### config.mk
export PLATFORM = sky130hd
export DESIGN_NAME = cpu_step_ctrl_flat
export DESIGN_NICKNAME = d
export VERILOG_FILES = /design/src/rtl/cpu_step_ctrl_if.sv /design/src/rtl/cpu_step_ctrl.sv /design/src/flat_wrapper.sv
export SDC_FILE = /design/constraint.sdc
export NUM_CORES = 1
export LEC_CHECK = 0
export CAP_MARGIN = 40
export CORE_MARGIN = 2
export CORE_UTILIZATION = 50
export CTS_CLUSTER_SIZE = 20
export DETAILED_ROUTE_END_ITERATION = 12
export DONT_BUFFER_PORTS = 1
export HOLD_SLACK_MARGIN = 0.03
export PLACE_DENSITY = 0.76
export SYNTH_ARGS = -nofsm -noshare
export SYNTH_HDL_FRONTEND = slang
export SYNTH_SLANG_ARGS = --single-unit
### constraint.sdc
create_clock -name clk_2 -period 2 [get_ports clk_2]
set_input_delay 0.6 -clock clk_2 [delete_from_list [all_inputs] [get_ports clk_2]]
set_output_delay 0.6 -clock clk_2 [all_outputs]
set_load 0.01 [all_outputs]
### src/rtl/cpu_step_ctrl_if.sv
// Bundles the switch, breakpoint and CPU-side signals of the run/step controller.
// master is the controller; slave is the board/CPU side that drives the inputs.
interface cpu_step_ctrl_if #(
    parameter int unsigned NBITS_TOP = 8,
    parameter int unsigned CNT_BITS  = 16
);
    logic                 run_sw;
    logic                 step_btn;
    logic                 bkpt_en;
    logic [NBITS_TOP-1:0] bkpt_addr;
    logic [NBITS_TOP-1:0] pc;
    logic                 clr_cnt;
    logic                 cpu_en;
    logic [1:0]           state;
    logic                 halted;
    logic [CNT_BITS-1:0]  instr_count;

    modport master (
        input  run_sw, step_btn, bkpt_en, bkpt_addr, pc, clr_cnt,
        output cpu_en, state, halted, instr_count
    );

    modport slave (
        output run_sw, step_btn, bkpt_en, bkpt_addr, pc, clr_cnt,
        input  cpu_en, state, halted, instr_count
    );
endinterface

### src/rtl/cpu_step_ctrl.sv
// Run/step/breakpoint controller: turns the run switch and step button into one-cycle
// CPU enable pulses, paced by a prescaler in RUN and stopped by a PC breakpoint.
module cpu_step_ctrl #(
    parameter int unsigned NBITS_TOP  = 8,
    parameter int unsigned RUN_DIV    = 4,
    parameter int unsigned DEB_CYCLES = 4,
    parameter int unsigned CNT_BITS   = 16
) (
    input logic              clk_2,
    input logic              rst_n,
    cpu_step_ctrl_if.master  bus
);

    localparam int unsigned PresW = $clog2(RUN_DIV);
    localparam int unsigned DebW  = $clog2(DEB_CYCLES + 1);
    localparam logic [PresW-1:0] PresLast = PresW'(RUN_DIV - 1);
    localparam logic [DebW-1:0]  DebLast  = DebW'(DEB_CYCLES - 1);

    typedef enum logic [1:0] {
        StHalt  = 2'b00,
        StRun   = 2'b01,
        StStep  = 2'b10,
        StBreak = 2'b11
    } state_e;

    state_e state_q, state_d;

    logic [1:0]          run_sync_q, run_sync_d;
    logic [1:0]          step_sync_q, step_sync_d;
    logic [DebW-1:0]     deb_cnt_q, deb_cnt_d;
    logic                step_db_q, step_db_d;
    logic                step_db_dly_q;
    logic                step_evt_q, step_evt_d;
    logic [PresW-1:0]    presc_q, presc_d;
    logic                armed_q, armed_d;
    logic                cpu_en_q, cpu_en_d;
    logic [CNT_BITS-1:0] instr_count_q, instr_count_d;

    logic run_s, step_s, tick, hit;

    assign run_s  = run_sync_q[1];
    assign step_s = step_sync_q[1];
    assign tick   = (presc_q == PresLast);
    assign hit    = bus.bkpt_en & armed_q & (bus.pc == bus.bkpt_addr);

    // Input conditioning: synchronizers, debounce and step edge detect.
    always_comb begin
        run_sync_d  = {run_sync_q[0], bus.run_sw};
        step_sync_d = {step_sync_q[0], bus.step_btn};
        deb_cnt_d   = '0;
        step_db_d   = step_db_q;
        if (step_s != step_db_q) begin
            if (deb_cnt_q == DebLast) begin
                step_db_d = step_s;
            end else begin
                deb_cnt_d = deb_cnt_q + 1'b1;
            end
        end
        step_evt_d = step_db_q & ~step_db_dly_q;
    end

    always_ff @(posedge clk_2 or negedge rst_n) begin
        if (!rst_n) begin
            state_q <= StHalt;
        end else begin
            state_q <= state_d;
        end
    end

    always_comb begin
        state_d = state_q;
        unique case (state_q)
            StHalt: begin
                if (run_s) begin
                    state_d = StRun;
                end else if (step_evt_q) begin
                    state_d = StStep;
                end
            end
            StStep: state_d = StHalt;
            StRun: begin
                if (!run_s) begin
                    state_d = StHalt;
                end else if (tick && hit) begin
                    state_d = StBreak;
                end
            end
            StBreak: begin
                if (!run_s) begin
                    state_d = StHalt;
                end else if (step_evt_q) begin
                    state_d = StStep;
                end
            end
            default: state_d = StHalt;
        endcase
    end

    // cpu_en is registered so it is high exactly in the STEP cycle or the cycle after a tick.
    always_comb begin
        presc_d  = presc_q;
        armed_d  = armed_q;
        cpu_en_d = (state_d == StStep);
        unique case (state_q)
            StHalt: begin
                presc_d = '0;
                armed_d = 1'b0;
            end
            StRun: begin
                if (run_s) begin
                    presc_d = tick ? '0 : presc_q + 1'b1;
                    if (tick && !hit) begin
                        cpu_en_d = 1'b1;
                        armed_d  = 1'b1;
                    end
                end
            end
            default: ;
        endcase
        instr_count_d = bus.clr_cnt ? '0 : instr_count_q + CNT_BITS'(cpu_en_q);
    end

    always_ff @(posedge clk_2 or negedge rst_n) begin
        if (!rst_n) begin
            run_sync_q    <= '0;
            step_sync_q   <= '0;
            deb_cnt_q     <= '0;
            step_db_q     <= 1'b0;
            step_db_dly_q <= 1'b0;
            step_evt_q    <= 1'b0;
            presc_q       <= '0;
            armed_q       <= 1'b0;
            cpu_en_q      <= 1'b0;
            instr_count_q <= '0;
        end else begin
            run_sync_q    <= run_sync_d;
            step_sync_q   <= step_sync_d;
            deb_cnt_q     <= deb_cnt_d;
            step_db_q     <= step_db_d;
            step_db_dly_q <= step_db_q;
            step_evt_q    <= step_evt_d;
            presc_q       <= presc_d;
            armed_q       <= armed_d;
            cpu_en_q      <= cpu_en_d;
            instr_count_q <= instr_count_d;
        end
    end

    assign bus.cpu_en      = cpu_en_q;
    assign bus.state       = state_q;
    assign bus.halted      = (state_q != StRun);
    assign bus.instr_count = instr_count_q;

endmodule

### src/flat_wrapper.sv
// flat-port wrapper written by rule: the top's interface ports become plain ports
module cpu_step_ctrl_flat 
#(
    parameter int unsigned NBITS_TOP  = 8,
    parameter int unsigned RUN_DIV    = 4,
    parameter int unsigned DEB_CYCLES = 4,
    parameter int unsigned CNT_BITS   = 16
)
  (clk_2, rst_n, bus_run_sw, bus_step_btn, bus_bkpt_en, bus_bkpt_addr, bus_pc, bus_clr_cnt, bus_cpu_en, bus_state, bus_halted, bus_instr_count);
  cpu_step_ctrl_if #(.NBITS_TOP(NBITS_TOP), .CNT_BITS(CNT_BITS)) bus_i ();
  input logic clk_2;
  input logic rst_n;
  input wire logic [$bits(bus_i.run_sw)-1:0] bus_run_sw;
  input wire logic [$bits(bus_i.step_btn)-1:0] bus_step_btn;
  input wire logic [$bits(bus_i.bkpt_en)-1:0] bus_bkpt_en;
  input wire logic [$bits(bus_i.bkpt_addr)-1:0] bus_bkpt_addr;
  input wire logic [$bits(bus_i.pc)-1:0] bus_pc;
  input wire logic [$bits(bus_i.clr_cnt)-1:0] bus_clr_cnt;
  output wire logic [$bits(bus_i.cpu_en)-1:0] bus_cpu_en;
  output wire logic [$bits(bus_i.state)-1:0] bus_state;
  output wire logic [$bits(bus_i.halted)-1:0] bus_halted;
  output wire logic [$bits(bus_i.instr_count)-1:0] bus_instr_count;
  assign bus_i.run_sw = bus_run_sw;
  assign bus_i.step_btn = bus_step_btn;
  assign bus_i.bkpt_en = bus_bkpt_en;
  assign bus_i.bkpt_addr = bus_bkpt_addr;
  assign bus_i.pc = bus_pc;
  assign bus_i.clr_cnt = bus_clr_cnt;
  assign bus_cpu_en = bus_i.cpu_en;
  assign bus_state = bus_i.state;
  assign bus_halted = bus_i.halted;
  assign bus_instr_count = bus_i.instr_count;
  cpu_step_ctrl #(.NBITS_TOP(NBITS_TOP), .RUN_DIV(RUN_DIV), .DEB_CYCLES(DEB_CYCLES), .CNT_BITS(CNT_BITS)) u_core (.clk_2(clk_2), .rst_n(rst_n), .bus(bus_i));
endmodule
==> results_dict.tcl <==
set metrics [dict create \
    status "finished with violations" \
    violations "design-rule violations" \
    cp.depth 5 \
    grt_pass1_vias 987 \
    cts.sinks 32 \
    syn_area_um2 1506 \
    p_clk_frac 0.333 \
    first_pass_iters 8 \
    portBuffers 0 \
    utilization 0.5781 \
    overflow 0 \
    ir_worst_vdd_mv 0.5376 \
    ant_nets 0 \
    regArea_um2 800.8 \
    sw_frac_of_total 0.2469 \
    reg2reg_depth 5 \
    layout_commonest_cell "dfrtp_1" \
    ys.flop_type "dfrtp_1" \
    setup_slack_ps 187.4 \
    die_y_um 58.89 \
    hold_path.class "in -> async" \
    start_util 0.5370 \
    synth_cells 140 \
    relSlewSlack 0.7126 \
    drv_cap 0 \
    postCtsSetupBuffers 0 \
    finalCritPeriodShare 0.9063 \
    h-tree-depth 2 \
    finalClockSkew_ps 8.004 \
    yosysWarnings 0 \
    grt_antenna_before_repair 0 \
    drt-total-wl_mm 2.672 \
    max_freq_mhz 551.7 \
    critPathMaxFanout 7 \
    period_needed_ps 1813 \
    hpwl_mm 1.929 \
    p_leak_uw 0.0006922 \
    yosysSeqAreaShare 0.5316 \
    rr_startpoint "u_core.bus.instr_count[0]$_DFF_PN0_" \
    row_count 19 \
    clock_path_buffers 2 \
    avgSynthCellArea_um2 10.76 \
    gp_congestion 0.8499 \
    path_cells "ha_1, ha_2, nand3_2, or4_1, a21oi_1" \
    route.detailed.drc 3 \
    cpMaxStageDelayCell "or4_1" \
    grt_use_total 0.1742 \
    grt_max_degree 33 \
    cts_buffers 5 \
    layout_common_cells "32 x dfrtp_1, 15 x nor2_1, 14 x xnor2_1" \
    setup_tns_ps 0 \
    worstSetupPathType "reg -> reg" \
    crit_path_start "u_core.bus.instr_count[0]$_DFF_PN0_" \
    regToRegSetupSlack_ps 190 \
    place_ws_ps 163.7 \
    slew_violations 0 \
    core_area_um2 2805 \
    nFillCells 235 \
    async_flop_share 1.000 \
    grt_pass1_wl_mm 4.416 \
    drtIter0Drc 64 \
    clkTransAtPathRegs_ps 100 \
    r2r_end "u_core.bus.instr_count[12]$_DFF_PN0_" \
    combPwrFrac 0.113 \
    clock_latency_ps 320 \
    seqPwrFrac 0.554 \
    critPathCapture "u_core.bus.instr_count[12]$_DFF_PN0_" \
    critPathRequiredTime_ps 2240 \
    final_nets 168 \
    multi_input_area_um2 678.2 \
    setup_viol 0 \
    cp_slowest_stage_delay_ps 490 \
    die-width_um 58.89 \
    crit_arrival_ps 2060 \
    net-switching-power_uw 351.5 \
    power_density_nw_per_um2 877.9 \
    fin_area_um2 1622 \
    areaGrowthSynthToFinish_pct 7.642 \
    top_level_ports 42 \
    viasPerCell 5.948 \
    tightest_slew_ps 431.1 \
    die_area_um2 3468 \
    ys_types 31 \
    synth_edf_count 0 \
    endpoint_kind "flip-flop" \
    tritoncts "built" \
    path_buf_inv 0 \
    vias 1035 \
    drive_gt1_frac 0.1119 \
    yosys_register_bits 32 \
    final-hold-violation-count 0 \
    diodes 0 \
    intPower_uw 1072 \
    clockRootBuffer "clkbuf_4" \
    synthesis.nets 166 \
    rsz0062_at_grt "no" \
    crit_family "simple AND/OR/NAND/NOR gates" \
    placed_cell_area_um2 1523 \
    wl_per_cell_um 15.36 \
    critPathLaunchType "flip-flop" \
    whs_ps 93.28 \
]
==> sequential cells by signal (all words and copies together) (netlist names) <==
register                count
u_core.presc_q              2
u_core.step_evt_q           1
u_core.step_db_dly_q        1
u_core.step_db_q            1
u_core.step_sync_q          2
u_core.bus.cpu_en           1
u_core.bus.state            2
u_core.armed_q              1
u_core.deb_cnt_q            3
u_core.run_sync_q           2
u_core.bus.instr_count     16
==> per-layer routing <==
| metal | track usage | vias up | part of all wire |
|---|---|---|---|
| li1 | - | 488 | - |
| met1 | 0.1991 | 495 | 0.41 |
| met2 | 0.2762 | 43 | 0.48 |
| met3 | 0.08352 | 9 | 0.078 |
| met4 | 0.07792 | 0 | 0.024 |
| met5 | 0 | - | 0 |
==> through the flow <==
stage               total power, uW  cells
floorplan                     922.0    140
global placement              935.9    165
detailed placement            950.9    165
CTS                            1442    174
global route                   1509    174
finish                         1424    174
==> worst reg2reg max path, stage by stage, from the launching register on <==
cell     delay, ps
dfrtp_1        410
ha_1           260
ha_2           300
nand3_2        100
or4_1          490
a21oi_1        180
==> cells in the mapped netlist, types with 4 or more instances <==
master	instances	share of area
nand3_1	8	0.027
xor2_1	6	0.035
nor2_1	15	0.037
o31ai_1	4	0.020
nor2b_1	7	0.029
ha_1	4	0.033
nand4_1	6	0.025
nand2_1	7	0.017
dfrtp_1	32	0.53
xnor2_1	14	0.081
clkbuf_1	5	0.012
==> kinds of logic after synthesis <==
| group | count (synthesis) | share of synthesized area |
|---|---|---|
| simple gates | 61 | 0.2226 |
| flops | 32 | 0.5316 |
| xor+xnor | 20 | 0.1163 |
| compound gates | 12 | 0.05399 |
| buf+inv | 8 | 0.01993 |
| fa+ha+maj | 4 | 0.03322 |
| mux | 3 | 0.02242 |
==> power groups by stage <==
stage / clock network [uW] / registers (uW) / logic, uW
final: 474 / 789 / 161
after global routing: 524 / 801 / 184
after CTS: 488 / 790 / 165
after detailed placement: 0 / 802 / 149
after global placement: 0 / 799 / 137
after floorplan: 0 / 774 / 148
==> timing repair <==
action                                  4_1_cts  5_1_grt
endpoints found under the setup margin        0        1
resized for setup                             0        1
hold buffers                                  1        0
hold endpoints to repair                     32        0
==> worst min-delay path by stage <==
stage / to / slack (ps) / cells after the start
2_1_floorplan: u_core.armed_q$_DFFE_PN0P_ / 300 / 0
5_1_grt: u_core.bus.instr_count[2]$_DFF_PN0_ / 60 / 1
4_1_cts: u_core.bus.instr_count[3]$_DFF_PN0_ / 80 / 1
3_3_place_gp: u_core.bus.instr_count[10]$_DFF_PN0_ / 310 / 0
6_report: u_core.bus.instr_count[5]$_DFF_PN0_ / 90 / 1
3_5_place_dp: u_core.bus.instr_count[9]$_DFF_PN0_ / 310 / 0
==> cell type report <==
cell class                 count  area share
inverter                       2    0.004630
clock buffer                   6     0.02546
tap                           31     0.02392
timing repair buffer           1     0.01235
sequential                    32      0.4938
clock inverter                 2     0.02160
multi-input combinational    100      0.4182
Note: power is estimated with default switching activity, not from simulation.
